[src/rtl/sensor_link_pkg.sv]
// sensor_link_pkg: shared state encoding, CRC/alarm constants and address helper for the sensor link
package sensor_link_pkg;
  localparam logic [2:0] ST_IDLE      = 3'd0;
  localparam logic [2:0] ST_CAPTURE   = 3'd1;
  localparam logic [2:0] ST_CRC_CALC  = 3'd2;
  localparam logic [2:0] ST_SEND_DATA = 3'd3;
  localparam logic [2:0] ST_WAIT_DATA = 3'd4;
  localparam logic [2:0] ST_SEND_CRC  = 3'd5;
  localparam logic [2:0] ST_WAIT_CRC  = 3'd6;
  typedef enum logic [2:0] {
    IDLE      = ST_IDLE,
    CAPTURE   = ST_CAPTURE,
    CRC_CALC  = ST_CRC_CALC,
    SEND_DATA = ST_SEND_DATA,
    WAIT_DATA = ST_WAIT_DATA,
    SEND_CRC  = ST_SEND_CRC,
    WAIT_CRC  = ST_WAIT_CRC
  } state_t;
  localparam logic [7:0] CRC_POLY_DEF   = 8'h07;
  localparam logic [7:0] ALARM_CODE_DEF = 8'hAA;
  localparam logic [7:0] ALARM_INV      = 8'hFF;
  localparam int SENSOR_ID_MIN = 1;
  localparam int SENSOR_ID_MAX = 5;
  // A select byte addresses us only if its upper five bits are clear and the low three equal our ID
  function automatic logic id_match(input logic [7:0] b, input logic [2:0] id);
    return (b[7:3] == 5'd0) && (b[2:0] == id);
  endfunction
endpackage

[src/rtl/sensor_responder_if.sv]
// sensor_responder_if: UART receive/transmit handshake between the responder and the UART core
interface sensor_responder_if;
  logic [7:0] rx_dout;
  logic       rx_rdy;
  logic       rx_rdy_clr;
  logic [7:0] tx_din;
  logic       tx_wr_en;
  logic       tx_busy;
  modport master (output rx_dout, rx_rdy, tx_busy, input rx_rdy_clr, tx_din, tx_wr_en);
  modport slave  (input rx_dout, rx_rdy, tx_busy, output rx_rdy_clr, tx_din, tx_wr_en);
endinterface

[src/rtl/crc8_serial.sv]
// crc8_serial: bit-serial MSB-first CRC-8 (init 0); done marks the cycle the eighth bit is absorbed
module crc8_serial
  import sensor_link_pkg::*;
#(
  parameter logic [7:0] POLY = CRC_POLY_DEF
) (
  input  logic       clock,
  input  logic       resetn,
  input  logic       start,
  input  logic       en,
  input  logic       bit_in,
  output logic [7:0] crc,
  output logic [2:0] bit_idx,
  output logic       done
);
  assign done = en && (bit_idx == 3'd7);
  // Shift one message bit per enabled cycle; start reinitialises for a new byte
  always_ff @(posedge clock or negedge resetn) begin
    if (!resetn) begin
      crc     <= 8'h00;
      bit_idx <= 3'd0;
    end else if (start) begin
      crc     <= 8'h00;
      bit_idx <= 3'd0;
    end else if (en) begin
      crc     <= {crc[6:0], 1'b0} ^ ((crc[7] ^ bit_in) ? POLY : 8'h00);
      bit_idx <= bit_idx + 3'd1;
    end
  end
endmodule

[src/rtl/sensor_responder.sv]
// sensor_responder: answers polls for SENSOR_ID with a data+CRC-8 frame, or an alarm frame when an alarm is pending
// Optional build macro SENSOR_RESPONDER_FAULT_INJECT_EN adds fault_inject, which flips CRC bit0 of the issued CRC byte.
module sensor_responder
  import sensor_link_pkg::*;
#(
  parameter logic [2:0] SENSOR_ID  = 3'd1,
  parameter logic [7:0] ALARM_CODE = ALARM_CODE_DEF,
  parameter logic [7:0] CRC_POLY   = CRC_POLY_DEF
) (
  input  logic                clock,
  input  logic                resetn,
  sensor_responder_if.slave   link,
  input  logic [7:0]          sensor_data,
  input  logic                alarm_in,
`ifdef SENSOR_RESPONDER_FAULT_INJECT_EN
  input  logic                fault_inject,
`endif
  output logic [15:0]         frames_sent,
  output logic                busy
);
  state_t     state, next;
  logic [7:0] data_reg, crc, crc_final;
  logic [2:0] bit_idx;
  logic       is_alarm, alarm_pend, armed, armed_nxt;
  logic       take, issue_data, issue_crc, crc_done, flip;
`ifdef SENSOR_RESPONDER_FAULT_INJECT_EN
  assign flip = fault_inject;
`else
  assign flip = 1'b0;
`endif
  // rx_rdy stays high for one cycle after our clear pulse, so the guard stops the same byte being taken twice
  assign take      = (state == IDLE) && link.rx_rdy && !link.rx_rdy_clr;
  assign busy      = (state != IDLE);
  assign crc_final = crc ^ (is_alarm ? ALARM_INV : 8'h00) ^ {7'd0, flip};
  crc8_serial #(.POLY(CRC_POLY)) u_crc (
    .clock   (clock),
    .resetn  (resetn),
    .start   (state == CAPTURE),
    .en      (state == CRC_CALC),
    .bit_in  (data_reg[~bit_idx]),
    .crc     (crc),
    .bit_idx (bit_idx),
    .done    (crc_done)
  );
  // State register
  always_ff @(posedge clock or negedge resetn) begin
    if (!resetn) state <= IDLE;
    else         state <= next;
  end
  // Next state; WAIT states skip one cycle so the UART has time to raise tx_busy
  always_comb begin
    next       = state;
    armed_nxt  = 1'b0;
    issue_data = 1'b0;
    issue_crc  = 1'b0;
    case (state)
      IDLE:      next = (take && id_match(link.rx_dout, SENSOR_ID)) ? CAPTURE : IDLE;
      CAPTURE:   next = CRC_CALC;
      CRC_CALC:  next = crc_done ? SEND_DATA : CRC_CALC;
      SEND_DATA: begin
        issue_data = !link.tx_busy;
        next       = link.tx_busy ? SEND_DATA : WAIT_DATA;
      end
      WAIT_DATA: begin
        armed_nxt = !(armed && !link.tx_busy);
        next      = (armed && !link.tx_busy) ? SEND_CRC : WAIT_DATA;
      end
      SEND_CRC:  begin
        issue_crc = !link.tx_busy;
        next      = link.tx_busy ? SEND_CRC : WAIT_CRC;
      end
      WAIT_CRC:  begin
        armed_nxt = !(armed && !link.tx_busy);
        next      = (armed && !link.tx_busy) ? IDLE : WAIT_CRC;
      end
      default:   next = IDLE;
    endcase
  end
  // Registered UART strobes, captured sample, frame counter and sticky alarm latch (set beats clear)
  always_ff @(posedge clock or negedge resetn) begin
    if (!resetn) begin
      link.rx_rdy_clr <= 1'b0;
      link.tx_wr_en   <= 1'b0;
      link.tx_din     <= 8'h00;
      frames_sent     <= 16'd0;
      armed           <= 1'b0;
      data_reg        <= 8'h00;
      is_alarm        <= 1'b0;
      alarm_pend      <= 1'b0;
    end else begin
      link.rx_rdy_clr <= take;
      link.tx_wr_en   <= issue_data || issue_crc;
      link.tx_din     <= issue_data ? data_reg : issue_crc ? crc_final : link.tx_din;
      frames_sent     <= frames_sent + {15'd0, issue_crc};
      armed           <= armed_nxt;
      data_reg        <= (state == CAPTURE) ? (alarm_pend ? ALARM_CODE : sensor_data) : data_reg;
      is_alarm        <= (state == CAPTURE) ? alarm_pend : is_alarm;
      alarm_pend      <= alarm_in || (alarm_pend && !(link.tx_wr_en && state == WAIT_CRC && is_alarm));
    end
  end
endmodule
[src/flat_wrapper.sv]
// flat-port wrapper written by rule: the top's interface ports become plain ports
module sensor_responder_flat import sensor_link_pkg::*;
#(
  parameter logic [2:0] SENSOR_ID  = 3'd1,
  parameter logic [7:0] ALARM_CODE = ALARM_CODE_DEF,
  parameter logic [7:0] CRC_POLY   = CRC_POLY_DEF
)
  (clock, resetn, sensor_data, alarm_in, frames_sent, busy, link_rx_dout, link_rx_rdy, link_tx_busy, link_rx_rdy_clr, link_tx_din, link_tx_wr_en);
  sensor_responder_if link_i ();
  input  logic clock;
  input  logic resetn;
  input  logic [7:0] sensor_data;
  input  logic alarm_in;
  output logic [15:0] frames_sent;
  output logic busy;
  input wire logic [$bits(link_i.rx_dout)-1:0] link_rx_dout;
  input wire logic [$bits(link_i.rx_rdy)-1:0] link_rx_rdy;
  input wire logic [$bits(link_i.tx_busy)-1:0] link_tx_busy;
  output wire logic [$bits(link_i.rx_rdy_clr)-1:0] link_rx_rdy_clr;
  output wire logic [$bits(link_i.tx_din)-1:0] link_tx_din;
  output wire logic [$bits(link_i.tx_wr_en)-1:0] link_tx_wr_en;
  assign link_i.rx_dout = link_rx_dout;
  assign link_i.rx_rdy = link_rx_rdy;
  assign link_i.tx_busy = link_tx_busy;
  assign link_rx_rdy_clr = link_i.rx_rdy_clr;
  assign link_tx_din = link_i.tx_din;
  assign link_tx_wr_en = link_i.tx_wr_en;
  sensor_responder #(.SENSOR_ID(SENSOR_ID), .ALARM_CODE(ALARM_CODE), .CRC_POLY(CRC_POLY)) u_core (.clock(clock), .resetn(resetn), .link(link_i), .sensor_data(sensor_data), .alarm_in(alarm_in), .frames_sent(frames_sent), .busy(busy));
endmodule
[config.mk]
export PLATFORM = sky130hd
export DESIGN_NAME = sensor_responder_flat
export DESIGN_NICKNAME = d
export VERILOG_FILES = /design/src/rtl/sensor_link_pkg.sv /design/src/rtl/sensor_responder_if.sv /design/src/rtl/crc8_serial.sv /design/src/rtl/sensor_responder.sv /design/src/flat_wrapper.sv
export SDC_FILE = /design/constraint.sdc
export NUM_CORES = 1
export LEC_CHECK = 0
export BUFFER_PORTS_ARGS = -buffer_cell sky130_fd_sc_hd__buf_2
export CORE_AREA = 2 2 75 112
export CTS_CLUSTER_DIAMETER = 40
export DETAILED_ROUTE_END_ITERATION = 8
export DIE_AREA = 0 0 77 114
export GPL_ROUTABILITY_DRIVEN = 0
export SLEW_MARGIN = 20
export SYNTH_ARGS = -nofsm -noshare
export SYNTH_HDL_FRONTEND = slang
export SYNTH_SLANG_ARGS = --single-unit
[constraint.sdc]
create_clock -name clock -period 3.2 [get_ports clock]
set_input_delay 0 -clock clock [delete_from_list [all_inputs] [get_ports clock]]
set_output_delay 0 -clock clock [all_outputs]
set_load 0.03 [all_outputs]
==> impl_metrics.py <==
metrics = {
    "synth": {
        "synth_nets": 222,
        "syn_area_per_cell_um2": 11.62,
        "ys_warn_count": 0,
        "synth_seq_cells": 51,
        "yosysUniqueCellTypes": 32,
        "netlist_area_um2": 2288,
        "yosysSeqAreaShare": 0.5577,
        "synth_flop_cell": "dfrtp_1",
        "syn-instance-count": 197,
        "synth_edf_count": 0,
        "synthArstFlopShare": 1.000,
    },
    "detailed_routing": {
        "ant_nets": 0,
        "drt_iter0_markers": 52,
        "routed_via_density": 4.619,
        "vias": 1672,
        "finalWirelength_um": 4920,
        "drc": 0,
        "wl_per_cell_um": 13.59,
        "firstDrtPassIters": 4,
    },
    "setup_path": {
        "rr_worst_depth": 9,
        "crit_fanout": 9,
        "reg2reg_from": "u_core.state[2]$_DFF_PN0_",
        "start_kind": "flop",
        "worstPathArrival_ns": 2.54,
        "critical_path_class": "reg2reg",
        "crit_required_ns": 3.38,
        "crit_path_end_kind": "flop",
        "regToRegSetupSlack_ns": 0.84,
        "reg2reg_to": "u_core.frames_sent[12]$_DFF_PN0_",
    },
    "outcome": {
        "outcome": "completed",
    },
    "cts": {
        "clk_pin_slew_ns": 0.07,
        "cts_sinks": 51,
        "cts_buffers": 5,
        "cts_root_buffer": "clkbuf_16",
        "cts_max_level": 2,
        "cts_buffer_depth": 2,
        "cts_resized": 0,
        "cts_tree": "yes",
        "post_cts_buffers": 0,
        "clock_latency_ns": 0.29,
    },
    "die": {
        "std_cell_rows": 40,
        "core_area_um2": 7908,
        "die_height_um": 114,
        "start_util": 0.2894,
        "fp.dieW_um": 77,
        "dieArea_um2": 8778,
        "io_pins": 48,
    },
    "layout": {
        "largest_register_ffs": 16,
        "nets": 281,
        "top_register": "u_core.frames_sent",
        "area_growth_pct": 26.85,
        "drive_gt1_frac": 0.2374,
        "diodes": 0,
        "stdcell_count": 362,
        "final.fill_count": 820,
    },
    "global_routing": {
        "grt_usage": 0.1217,
        "grt_pass1_wl_um": 8500,
        "globalRouteOverflowTotal": 0,
        "antenna_found_initial": 0,
        "grt_max_degree": 40,
        "grt_pass1_vias": 1730,
    },
    "hold_path": {
        "holdCritPathClass": "in2reg",
        "hp-start": "link_tx_busy",
        "min_path_cells": 3,
        "hold_end": "u_core.state[1]$_DFF_PN0_",
    },
    "sta": {
        "fin_hold_ws_ns": 0.03491,
        "rsz0062_at_grt": "no",
        "period_minus_slack_ns": 2.363,
        "hold_viol": 0,
        "max-slew-margin-rel": 0.4032,
        "fin_tns_setup_ns": 0,
        "worstMarginPinSlew_ns": 0.8952,
        "finClkSkew_ns": 0.003805,
        "setup_viol": 0,
        "timing.fmax_mhz": 423.1,
        "period_share": 0.7385,
        "slew_viol_final": 0,
    },
    "placed_design": {
        "dp_hpwl_um": 3522,
        "io_buffers": 47,
        "place_inst": 343,
    },
    "pwr": {
        "p_per_area_nw_per_um2": 861.3,
        "peakVddDrop_v": 0.0004543,
        "p_leak_nw": 1.374,
    },
    "job": {
        "maxCapViolCount": 0,
    },
}
[power by group]
group          internal, mW  switching, mW
logic                 0.430          0.445
registers             0.849          0.231
clock network         0.298          0.247
[how the worst max path moves through the flow]
stage,start,endpoint,slack [ns]
after floorplan,u_core.state[2]$_DFF_PN0_,u_core.frames_sent[12]$_DFF_PN0_,1.11
after global placement,u_core.state[2]$_DFF_PN0_,u_core.frames_sent[14]$_DFF_PN0_,0.94
after detailed placement,u_core.state[2]$_DFF_PN0_,u_core.frames_sent[12]$_DFF_PN0_,0.83
after CTS,u_core.state[2]$_DFF_PN0_,u_core.frames_sent[12]$_DFF_PN0_,0.82
after global routing,u_core.state[2]$_DFF_PN0_,u_core.frames_sent[14]$_DFF_PN0_,0.51
final,u_core.state[2]$_DFF_PN0_,u_core.frames_sent[12]$_DFF_PN0_,0.84
[synth_stat cells, types with 4 or more instances]
cell,number,share of area
a221o_1,8,0.035
a22o_1,10,0.038
clkbuf_1,6,0.0098
dfrtp_1,51,0.56
ha_1,4,0.022
nand2_1,14,0.023
nand2b_1,4,0.011
nand3_1,10,0.022
nand4_1,4,0.011
nor2_1,15,0.025
nor2b_1,7,0.019
o21ai_0,9,0.020
xnor2_1,22,0.084
xor2_1,5,0.019
[layer usage]
layer,wire [µm],track usage
met1,2119,0.1471
met2,2522,0.2158
met3,206,0.02373
met4,72,0.04286
met5,0,0
[metrics by stage]
| stage | worst slack [ns] | util | total power, mW | cell area, µm² |
|---|---|---|---|---|
| 3_5_place_dp | 0.8289 | 0.3337 | 1.964 | 2639 |
| 2_1_floorplan | 1.110 | - | 1.721 | 2288 |
| 5_1_grt | 0.5066 | 0.3671 | 2.692 | 2903 |
| 3_3_place_gp | 0.9394 | 0.3337 | 1.952 | 2639 |
| 4_1_cts | 0.8199 | 0.3671 | 2.540 | 2903 |
| 6_report | 0.8367 | 0.3671 | 2.500 | 2903 |
[cells by family after synthesis]
kind of cell	after synthesis	synth area share
xor gates and xnor gates	27	0.1033
AOI/OAI and AO/OA	33	0.1104
muxes	5	0.04264
buffers and inverters	10	0.01695
adders and majority gates	4	0.02187
and+or+nand+nor	67	0.1471
DFF	51	0.5577
[placed cells by master, fill, tap and decap left out, types with 7 or more instances in the layout]
| master | Yosys | routed |
|---|---|---|
| nor2b_1 | 7 | 7 |
| xnor2_1 | 22 | 22 |
| nand2_1 | 14 | 14 |
| a22o_1 | 10 | 10 |
| o21ai_0 | 9 | 9 |
| a221o_1 | 8 | 8 |
| buf_2 | 1 | 47 |
| nand3_1 | 10 | 10 |
| dlygate4sd3_1 | 0 | 11 |
| nor2_1 | 15 | 15 |
| dfrtp_1 | 51 | 51 |
[final cells by class]
class                           count  area [µm²]  area share
Sequential cell                    51        1276      0.4397
Multi-Input combinational cell    136       973.4      0.3353
Inverter                            2       7.507    0.002586
Timing Repair Buffer               60       360.3      0.1241
Clock buffer                        5       125.1     0.04310
Tap cell                          105       131.4     0.04526
Clock inverter                      3       28.78    0.009914
[worst max-delay path, cell delays in order, from the launching register on]
cell	delay, ns
dfrtp_1	0.43
nor2b_1	0.26
nand2_1	0.25
inv_1	0.15
ha_1	0.22
ha_1	0.27
nand2_1	0.08
nor3_1	0.31
nand3_1	0.14
xnor2_1	0.14
[timing repair]
action	4_1_cts	5_1_grt
setup endpoints to repair	0	0
endpoints found under the hold margin	48	0
hold buffers	11	0
No activity file was read; power rests on OpenSTA's default activity.
